## src/rtl/fetch_unit.sv

```systemverilog
// Instruction-fetch front end: issues word reads to a synchronous instruction
// memory and queues returned words with their PCs for decode (valid/ready).
module fetch_unit #(
  parameter int unsigned            XLEN         = 32,
  parameter logic [XLEN-1:0]        RESET_VECTOR = '0,
  parameter int unsigned            DEPTH        = 2,
  localparam int unsigned           CNT_W        = $clog2(DEPTH + 1)
) (
  input  logic             clk_i,
  input  logic             rstn_i,
  output logic             imem_req_o,
  output logic [XLEN-1:0]  imem_addr_o,
  input  logic [31:0]      imem_rdata_i,
  input  logic             redirect_i,
  input  logic [XLEN-1:0]  redirect_pc_i,
  input  logic             halt_i,
  output logic             instr_valid_o,
  output logic [31:0]      instr_o,
  output logic [XLEN-1:0]  instr_pc_o,
  input  logic             instr_ready_i,
  output logic [CNT_W-1:0] count_o,
  output logic             idle_o
);

  localparam int unsigned PTR_W = $clog2(DEPTH);

  logic [XLEN-1:0]  r_pc;
  logic             r_inflight;
  logic [XLEN-1:0]  r_inflight_pc;
  logic [CNT_W-1:0] r_count;
  logic [PTR_W-1:0] r_rd_ptr;
  logic [PTR_W-1:0] r_wr_ptr;
  logic [31:0]      r_buf_instr [DEPTH];
  logic [XLEN-1:0]  r_buf_pc    [DEPTH];

  logic             w_valid;
  logic             w_pop;
  logic             w_push;
  logic             w_issue;
  logic [CNT_W:0]   w_occ;

  // Occupancy seen by the issue rule counts the in-flight word and credits a
  // head pop this cycle, so the buffer can never be over-committed.
  // NOTE: every signal assigned in always_comb gets a default first so no latch is inferred.
  always_comb begin
    w_valid = (r_count != '0);
    w_pop   = w_valid && instr_ready_i;
    w_push  = rstn_i && r_inflight && !redirect_i;
    w_occ   = {1'b0, r_count} + (CNT_W + 1)'(r_inflight) - (CNT_W + 1)'(w_pop);
    w_issue = rstn_i && !redirect_i && !halt_i && (w_occ < (CNT_W + 1)'(DEPTH));
  end

  // NOTE: sequential state uses non-blocking assignments so every register samples pre-edge values.
  always_ff @(posedge clk_i) begin
    if (!rstn_i) begin
      r_pc          <= RESET_VECTOR;
      r_inflight    <= 1'b0;
      r_inflight_pc <= '0;
      r_count       <= '0;
      r_rd_ptr      <= '0;
      r_wr_ptr      <= '0;
    end else begin
      r_inflight <= w_issue;
      if (w_issue) r_inflight_pc <= r_pc;
      if (redirect_i) begin
        r_pc     <= {redirect_pc_i[XLEN-1:2], 2'b00};
        r_count  <= '0;
        r_rd_ptr <= '0;
        r_wr_ptr <= '0;
      end else begin
        if (w_issue) r_pc     <= r_pc + XLEN'(4);
        if (w_push)  r_wr_ptr <= r_wr_ptr + PTR_W'(1);
        if (w_pop)   r_rd_ptr <= r_rd_ptr + PTR_W'(1);
        r_count <= r_count + CNT_W'(w_push) - CNT_W'(w_pop);
      end
    end
  end

  // NOTE: buffer storage is deliberately not reset; the reset pointers and count make stale entries unreachable.
  always_ff @(posedge clk_i) begin
    if (w_push) begin
      r_buf_instr[r_wr_ptr] <= imem_rdata_i;
      r_buf_pc[r_wr_ptr]    <= r_inflight_pc;
    end
  end

  assign imem_req_o    = w_issue;
  assign imem_addr_o   = r_pc;
  assign instr_valid_o = w_valid;
  assign instr_o       = w_valid ? r_buf_instr[r_rd_ptr] : '0;
  assign instr_pc_o    = w_valid ? r_buf_pc[r_rd_ptr]    : '0;
  assign count_o       = r_count;
  assign idle_o        = rstn_i && halt_i && !w_valid && !r_inflight;

endmodule

```

## config.mk

```make
export PLATFORM = sky130hd
export DESIGN_NAME = fetch_unit
export DESIGN_NICKNAME = d
export VERILOG_FILES = /design/src/rtl/fetch_unit.sv
export SDC_FILE = /design/constraint.sdc
export NUM_CORES = 1
export LEC_CHECK = 0
export ABC_CLOCK_PERIOD_IN_PS = 5420
export CAP_MARGIN = 25
export CORE_MARGIN = 3
export CORE_UTILIZATION = 50
export DETAILED_ROUTE_END_ITERATION = 7
export GPL_ROUTABILITY_DRIVEN = 0
export PLACE_DENSITY = 0.81
export SLEW_MARGIN = 10
export SYNTH_ARGS = -nofsm -noshare
export SYNTH_HDL_FRONTEND = slang
export SYNTH_SLANG_ARGS = --single-unit
```

## constraint.sdc

```tcl
create_clock -name clk_i -period 5.42 [get_ports clk_i]
set_clock_uncertainty 0.05 [all_clocks]
set_input_delay 0.542 -clock clk_i [delete_from_list [all_inputs] [get_ports clk_i]]
set_output_delay 0.542 -clock clk_i [all_outputs]
set_load 0.01 [all_outputs]
```

==> results.md <==
- ANT nets after route: 0
- Setup violators final: 0
- Number of hold buffers added after CTS: 0
- Synth-to-layout area growth: 32.8%
- Most common cell after layout, fill and taps aside: clkdlybuf4s50_1
- TritonRoute pass-1 iters: 5
- Inserted Diodes: 0
- Switching Share: 0.207
- Post-Syn Area per Cell: 12.0 µm²
- First-pass GRT wire length: 27000 µm
- Final Cell Area: 0.0102 mm²
- Max cap viols: 0
- Final-report hold violation count: 0
- Post-CTS setup buffers: 0
- Design Power: 0.00311 W
- Share of layout cells above drive strength 1: 0.0679
- Clk buf depth: 2
- Clock sink total: 190
- Initial core utilization: 0.521
- CP max FO: 6
- Final #Nets: 869
- Sequential share of power: 0.514
- Die height: 130 µm
- Static Leak: 3.38 nW
- Inserted Clock Buffers: 17
- Tcrit/Tclk final: 0.657
- Clk root buf: clkbuf_16
- Min-delay worst type: reg2reg
- Pin count of the biggest net entering global routing: 63
- Worst Max-Slew Pin Slew: 0.774 ns
- DP HPWL: 11600 µm
- Core area: 0.0148 mm²
- Final slew viol count: 0
- Startpoint Class: register
- Slew HR: 0.483
- Hold WS: 0.404 ns
- Final WL: 17300 µm
- Crit path DAT: 2.97 ns
- # fillers: 1029
- Seq. cell area: 0.00505 mm²
- Post-cts resize count: 0
- Most frequent cells in the layout: 163 x clkdlybuf4s50_1, 124 x edfxtp_1, 79 x nand2_1
- Area of the multi-input gates: 0.00247 mm²
- Post-synth EDFFs: 124
- Port Buf Inserts: 163
- Clock transition at path regs: 0.07 ns
- WP data required: 4.83 ns
- Die area: 0.0169 mm²
- Via density: 5.45
- Sw power: 0.000644 W
- Die width: 130 µm
- Status: finished clean
- CP Class: reg2out
- Flops & latches, synth: 190
- Row count: 44
- Combinational share of power: 0.059
- Vias in the first global route: 5273
- Critical Path End Type: primary output
- Int Pwr: 0.00246 W
- Sequential area share after synthesis: 0.657
- CTS H-tree depth: 4
- Min Tclk post-route: 3.56 ns
- Clock share of power: 0.427
- GRT Overall Usage: 0.207
- Via count: 5416
- PD cells: 305 mW/mm²
- Post-synth top flop: edfxtp_1
- Average routed wire per standard cell: 17.4 µm
- Grt total ovfl: 0
- Synth async-reset ratio: 0
- Yosys cell types: 47
- Setup TNS: 0 ns
- Synth Instances: 639
- RSZ-0062 raised after global routing: no
- DRC errors left: 0
- Cell Area, Placed: 0.00952 mm²
- CTS tree: yes
- Fmax: 281 MHz
- R2R Setup Slk: 2.18 ns
- Initial DRC Count: 487
- Yosys synthesis warning count: 0
- Initial antenna violation count: 0
- Clk_lat worst skew: 0.43 ns
- Peak VDD IR: 0.000251 V
- Mapped cell area: 0.00768 mm²
- Boundary Pins: 170
==> registers in the layout, indices dropped and copies added (netlist names), named ones only <==
signal	cells
r_wr_ptr	1
r_inflight_pc	30
r_rd_ptr	1
r_buf_instr	64
r_buf_pc	60
imem_addr_o	30
count_o	2
r_inflight	1
==> logic make-up (layout without fill, tap and decap cells) <==
logic type | Yosys count | in the layout | synth area share
flops | 190 | 190 | 0.657
buf+inv | 45 | 213 | 0.0246
xor+xnor | 31 | 31 | 0.0363
mux | 64 | 64 | 0.0836
compound gates | 89 | 89 | 0.0635
fa+ha+maj | 3 | 3 | 0.00586
other cells | 1 | 4 | 0.000488
simple gates | 216 | 216 | 0.129
==> final timing paths <==
kind / from / endpoint / cells past startpoint
max: count_o[1] / imem_req_o / 9
min: r_inflight_pc[10] / r_buf_pc[0][10] / 0
max reg2reg: count_o[1] / imem_addr_o[14] / 11
min reg2reg: r_inflight_pc[10] / r_buf_pc[0][10] / 0
==> layer usage <==
layer	part of all wire	GRT usage	up-vias	routed length, µm
met3	0.067	0.0471	28	1160
met4	0.015	0.0685	0	267
met2	0.48	0.335	213	8220
met5	0	0	-	0
met1	0.44	0.278	2569	7610
li1	-	-	2606	-
==> power groups by stage <==
stage               clock, W  combinational (W)  sequential [W]
global placement           0           0.000175         0.00162
detailed placement         0           0.000183         0.00163
floorplan                  0          0.0000692         0.00162
global route         0.00140           0.000199         0.00160
finish               0.00133           0.000185         0.00160
CTS                  0.00135           0.000184         0.00159
==> per-stage QoR <==
step,setup slack (ns),instances,utilization
final,1.86,994,0.691
after global routing,1.67,994,0.691
after CTS,1.84,993,0.690
after detailed placement,1.83,961,0.645
after global placement,1.93,959,0.642
after floorplan,1.43,642,-
==> final cells by class <==
cell class,count,area share
inverter,7,0.00258
clock inverter,8,0.00797
clock buffer,24,0.0567
timing repair buffer,174,0.172
multi-input combinational,407,0.243
tap,184,0.0226
sequential,190,0.495
==> critical path, stage by stage (launching register included) <==
cell             delay (ns)
dfxtp_1                0.43
nor2_4                 0.15
inv_1                  0.07
nand2_1                0.14
nor2_1                 0.10
fa_1                   0.53
nor2b_1                0.27
nand3_2                0.15
inv_1                  0.14
clkdlybuf4s50_1        0.55
==> cells in the mapped netlist (2+ instances only) <==
cell type | number | share of area
or3_1 | 4 | 0.0033
nand2_1 | 79 | 0.039
nand4_1 | 12 | 0.0098
a21oi_1 | 53 | 0.035
nand3_1 | 9 | 0.0059
xnor2_1 | 13 | 0.015
and3_1 | 5 | 0.0041
nand4_2 | 2 | 0.0033
and4_1 | 4 | 0.0046
nor3_1 | 5 | 0.0033
edfxtp_1 | 124 | 0.48
ha_1 | 2 | 0.0033
a31oi_1 | 4 | 0.0033
o21ai_0 | 19 | 0.012
buf_4 | 4 | 0.0039
nor2_1 | 75 | 0.037
clkbuf_1 | 27 | 0.013
o211ai_1 | 2 | 0.0020
buf_2 | 3 | 0.0020
and2_1 | 7 | 0.0057
mux2i_1 | 63 | 0.082
nor4_1 | 5 | 0.0041
nand2b_1 | 2 | 0.0016
o22ai_1 | 4 | 0.0033
buf_1 | 3 | 0.0015
xor2_1 | 17 | 0.019
dfxtp_1 | 66 | 0.17
inv_1 | 7 | 0.0034
Power figures use the tool's default switching activity.
==> RTL edit 1, RTL diff (same settings) <==
Change the parameter `XLEN` from 32 to 64.
--- a/src/rtl/fetch_unit.sv
+++ b/src/rtl/fetch_unit.sv
@@ -1,7 +1,7 @@
 // Instruction-fetch front end: issues word reads to a synchronous instruction
 // memory and queues returned words with their PCs for decode (valid/ready).
 module fetch_unit #(
-  parameter int unsigned            XLEN         = 32,
+  parameter int unsigned            XLEN         = 64,
   parameter logic [XLEN-1:0]        RESET_VECTOR = '0,
   parameter int unsigned            DEPTH        = 2,
   localparam int unsigned           CNT_W        = $clog2(DEPTH + 1)
Ports: changed (resized imem_addr_o, instr_pc_o and redirect_pc_i); port bits go from 170 to 266. The function was not compared with the original's and may differ.
==> RTL edit 1 against the original RTL <==
  * Wire length grew 120%
  * Synthesized area grew 76%
  * Setup slack lost 0.90 ns
  * Total power grew 71%
  * Sequential cell count grew 128
  * Design area grew 72%
  * Sequential power grew 67%
==> RTL edit 1: results (changes against the original RTL) <==
| Metric | Value |
|---|---|
| Outcome | `finished clean` |
| Hold Path Class | `reg2reg` |
| Slew HR | `0.427 (-0.0564)` |
| Yosys warnings | `0 (unchanged)` |
| Register area share after synthesis | `0.611 (-0.0454)` |
| Final WL | `37.8 mm (+120%)` |
| Detailed placement HPWL | `25.0 mm (+120%)` |
| Leak pwr | `0.00571 uW (+69%)` |
| Maximum vdd drop | `0.174 mV (-30%)` |
| Fillers | `1,986 (+93%)` |
| Async set-reset flop share out of synthesis | `0 (unchanged)` |
| Synth top cells by count | `edfxtp_1, nand2_1, dfxtp_1, nor2_1, mux2i_1` |
| Met3 Routed Length | `3.38 mm (+190%)` |
| First DRT Iteration DRCs | `921 (+89%)` |
| TritonCTS buffer count | `34 (+17)` |
| Largest net degree at the start of global routing | `95 (+51%)` |
| Netlist cell types | `65 (+38%)` |
| Slowest cell delay on critical path | `0.61 ns (+0.06 ns)` |
| Top cells by area, synth | `edfxtp_1, dfxtp_1, mux2i_1, nand2_1, nor2_1` |
| Total GRT Usage | `0.251 (+0.0447)` |
| Vias in the first global route | `10,400 (+97%)` |
| R2r worst-path depth | `12 (+1)` |
| CP Max Fanout | `47 (+41)` |
| EDFF count, synth | `188 (+52%)` |
| Biggest regs | `r_buf_pc (124), r_buf_instr (64)` |
| Fraction of layout cells with a size suffix above 1 | `0.0643 (-0.00356)` |
| Top Metal Used | `met5` |
| Port-buffer cells | `259 (+59%)` |
| Critical path's top delay family | `buffers and inverters` |
| Drt pass-1 iters | `7 (+2)` |
| CP arrival | `3.87 ns (+0.90 ns)` |
| M1 WL | `15.2 mm (+100%)` |
| Total number of vias | `10,800 (+100%)` |
| Longest Clk Path Bufs | `3 (+1)` |
| Root Driver | `clkbuf_16` |
| Final net count | `1,570 (+81%)` |
| First-pass GRT wire length | `57.4 mm (+110%)` |
| Clk_lat worst skew | `0.51 ns (+0.08 ns)` |
| Post-CTS setup buffer count | `0 (unchanged)` |
| Hold depth | `0 (unchanged)` |
| Clock Pin Slew Worst Setup and Hold Paths | `0.06 ns` |
| H-tree depth | `2 (-2)` |
| Post-CTS sizing | `0 (unchanged)` |
| WL met2 | `18.1 mm (+120%)` |
| Initial antenna violation count | `3 (+3)` |
[RTL edit 1: kinds of logic after synthesis]
family | after synthesis | synth area share
AOI/OAI and AO/OA | 188 | 0.0868
xor gates and xnor gates | 21 | 0.0136
adders and majority gates | 3 | 0.00334
buffers and inverters | 100 | 0.0300
DFF | 318 | 0.611
muxes | 103 | 0.0769
other | 1 | 0.000278
and+or+nand+nor | 499 | 0.178
[RTL edit 1: area by class of cell]
| type | count | area (um2) | share of cell area |
|---|---|---|---|
| timing repair buffer | 279 | 2780 | 0.159 |
| multi-input combinational | 818 | 4880 | 0.278 |
| tap | 335 | 419 | 0.0239 |
| clock inverter | 13 | 114 | 0.00649 |
| inverter | 15 | 58.8 | 0.00335 |
| antenna | 1 | 2.50 | 0.000143 |
| clock buffer | 49 | 1020 | 0.0583 |
| sequential | 318 | 8250 | 0.471 |
[RTL edit 1: report_power, final]
part / internal (uW) / switching (uW)
Clock: 1410 / 908
Sequential: 2590 / 74.4
Combinational: 171 / 169
Total: 4170 / 1150
[RTL edit 1: per-layer routing]
layer,vias to the layer above,GRT usage
met3,86,0.0560
met2,551,0.417
met5,-,0
li1,4994,-
met1,5184,0.329
met4,4,0.0843
[RTL edit 1: per-stage QoR]
step	worst slack (ns)	hold WS, ns	instance area [um2]	std cells
floorplan	1.35	0.375	13500	1236
global placement	1.19	0.380	16300	1763
detailed placement	1.13	0.384	16300	1763
CTS	0.969	0.398	17500	1825
global route	0.732	0.416	17500	1828
finish	0.954	0.402	17500	1828
[RTL edit 1: final timing paths]
path / start / endpoint / slack, ns
setup / recovery: count_o[1] / imem_req_o / 0.95
hold / removal: r_inflight_pc[48] / r_buf_pc[1][48] / 0.40
setup reg to reg: count_o[1] / imem_addr_o[24] / 1.52
hold reg to reg: r_inflight_pc[48] / r_buf_pc[1][48] / 0.40
==> RTL edit 2, RTL diff (config.mk and constraints unchanged) <==
Without the edit above. Reset style: asynchronous (`rstn_i`), changed in one clocked block.
--- a/src/rtl/fetch_unit.sv
+++ b/src/rtl/fetch_unit.sv
@@ -51,7 +51,7 @@
   end
 
   // NOTE: sequential state uses non-blocking assignments so every register samples pre-edge values.
-  always_ff @(posedge clk_i) begin
+  always_ff @(posedge clk_i or negedge rstn_i) begin
     if (!rstn_i) begin
       r_pc          <= RESET_VECTOR;
       r_inflight    <= 1'b0;
Function: differs if rstn_i is asserted again (counterexample within 4 cycles, from zero or initial values and one cycle with rstn_i low); with rstn_i held inactive, the same outputs for 4 cycles.
==> RTL edit 2 against the original RTL <==
  * Setup slack got worse by 0.14 ns
  * Synthesized area grew 4.5%
  * Design area increased by 2.0%
  * Sequential cell count decreased by 1
  * Wire length up 8.4%
  * Critical path type unchanged
Power is not compared: it rests on default switching activity, and its combinational part moved more than twofold at a synthesized area within 25%.
==> RTL edit 2: results (changes against the original RTL) <==
| Metric | Value |
|---|---|
| Outcome | `finished clean` |
| Slowest cell delay on critical path | `0.54 ns` |
| Total GRT Usage | `0.213 (+0.00625)` |
| Biggest regs | `r_buf_instr (64), r_buf_pc (60)` |
| Vias per cell | `5.66 (+3.9%)` |
| Clock Pin Slew Worst Setup and Hold Paths | `0.07 ns (about the same)` |
| CP Class | `reg2out` |
| Async set-reset flop share out of synthesis | `0.344 (+0.344)` |
| R2r worst-path depth | `9 (-2)` |
| Leak pwr | `about 0.0038 uW` |
| Final net count | `869 (unchanged)` |
| H-tree depth | `4 (unchanged)` |
| Initial antenna violation count | `0 (unchanged)` |
| Reg-to-Reg Start | `count_o[1]` |
| Post-CTS sizing | `0 (unchanged)` |
| CP max stage cell | `fa_1` |
| EDFF count, synth | `124 (unchanged)` |
| Ys flop type | `edfxtp_1` |
| Antenna viol nets, final | `0 (unchanged)` |
| # diodes | `0 (unchanged)` |
| Root Driver | `clkbuf_16` |
| R2r setup slk | `2.19 ns` |
| Crit Reg-Reg Endpoint | `imem_addr_o[27]` |
| CP Max Fanout | `6 (unchanged)` |
| Final WL | `18.7 mm (+8.4%)` |
| First DRT Iteration DRCs | `530 (+8.8%)` |
| Top cells by area, synth | `edfxtp_1, dfrtp_1, mux2i_1, nand2_1, nor2_1` |
| Detailed placement HPWL | `12.1 mm (+4.1%)` |
| TritonCTS buffer count | `17 (unchanged)` |
| First-pass GRT wire length | `29.9 mm (+11%)` |
| Slew HR | `0.426 (-0.0571)` |
| Post-CTS setup buffer count | `0 (unchanged)` |
| Maximum vdd drop | `roughly 0.27 mV` |
| Netlist cell types | `50 (+6.4%)` |
| Clk_lat worst skew | `about 0.42 ns` |
| Fraction of layout cells with a size suffix above 1 | `0.0618 (-0.00610)` |
| Synth top cells by count | `edfxtp_1, nand2_1, nor2_1` |
| Final hold vios | `0 (unchanged)` |
| Number of max-cap violations | `0 (unchanged)` |
| Capture point of the worst path | `imem_req_o` |
| Port-buffer cells | `163 (unchanged)` |
| Drt pass-1 iters | `7 (+2)` |
| DP Area | `9820 um2 (+3.2%)` |
| Longest Clk Path Bufs | `2 (unchanged)` |
| CP arrival | `3.11 ns (+0.14 ns)` |
| Register area share after synthesis | `0.667 (+0.00978)` |
| Hold Path Class | `in2async` |
| Largest net degree at the start of global routing | `64 (+1.6%)` |
| Yosys warnings | `0 (unchanged)` |
==> RTL edit 2: worst max-delay path: cells and delay by family (launching register included) <==
kind	cells	cell delay (ns)
and+or+nand+nor	5	0.92
buffers and inverters	3	0.71
DFF	1	0.52
adders and majority gates	1	0.54
==> RTL edit 2: where the power goes <==
part           switching [uW]  internal [uW]
Clock                     517            633
Sequential                171           1760
Combinational             479            470
==> RTL edit 2: cell families after synthesis <==
family / Yosys count / share of synthesized area
mux: 62 / 0.0773
fa+ha+maj: 4 / 0.00717
xor+xnor: 8 / 0.00967
flops: 189 / 0.667
simple gates: 266 / 0.154
compound gates: 61 / 0.0564
buf+inv: 50 / 0.0288
other cells: 1 / 0.000467
==> RTL edit 2: worst min-delay path by stage <==
stage                            from                end  slack [ns]  cells past startpoint
global placement     r_inflight_pc[7]     r_buf_pc[0][7]        0.40                      0
floorplan                      rstn_i         count_o[0]        0.20                      0
finish                         rstn_i         count_o[0]        0.15                      1
detailed placement  r_inflight_pc[27]    r_buf_pc[1][27]        0.40                      0
global route                   rstn_i  r_inflight_pc[22]        0.19                      1
CTS                            rstn_i  r_inflight_pc[23]        0.16                      1
==> RTL edit 2: cell type report <==
type,instances,area (um2)
clock inverters,10,77.6
inverters,11,41.3
flip-flops and latches,189,5350
fillers,1104,5020
clock buffers,22,475
repair buffers,172,1710
well taps,211,264
multi-input cells,405,2480
==> RTL edit 2: metal layers <==
layer	routed length (um)	track usage	vias to the layer above
met1	7740	0.282	2751
met5	0	0	-
met2	8940	0.343	318
met3	1620	0.0521	51
li1	-	-	2656
met4	394	0.0803	0
==> RTL edit 2: through the flow <==
stage | worst slack [ns] | instances
final | 1.71 | 1020
after detailed placement | 1.91 | 987
after CTS | 1.70 | 1019
after global routing | 1.59 | 1020
after global placement | 1.85 | 986
after floorplan | 1.02 | 644
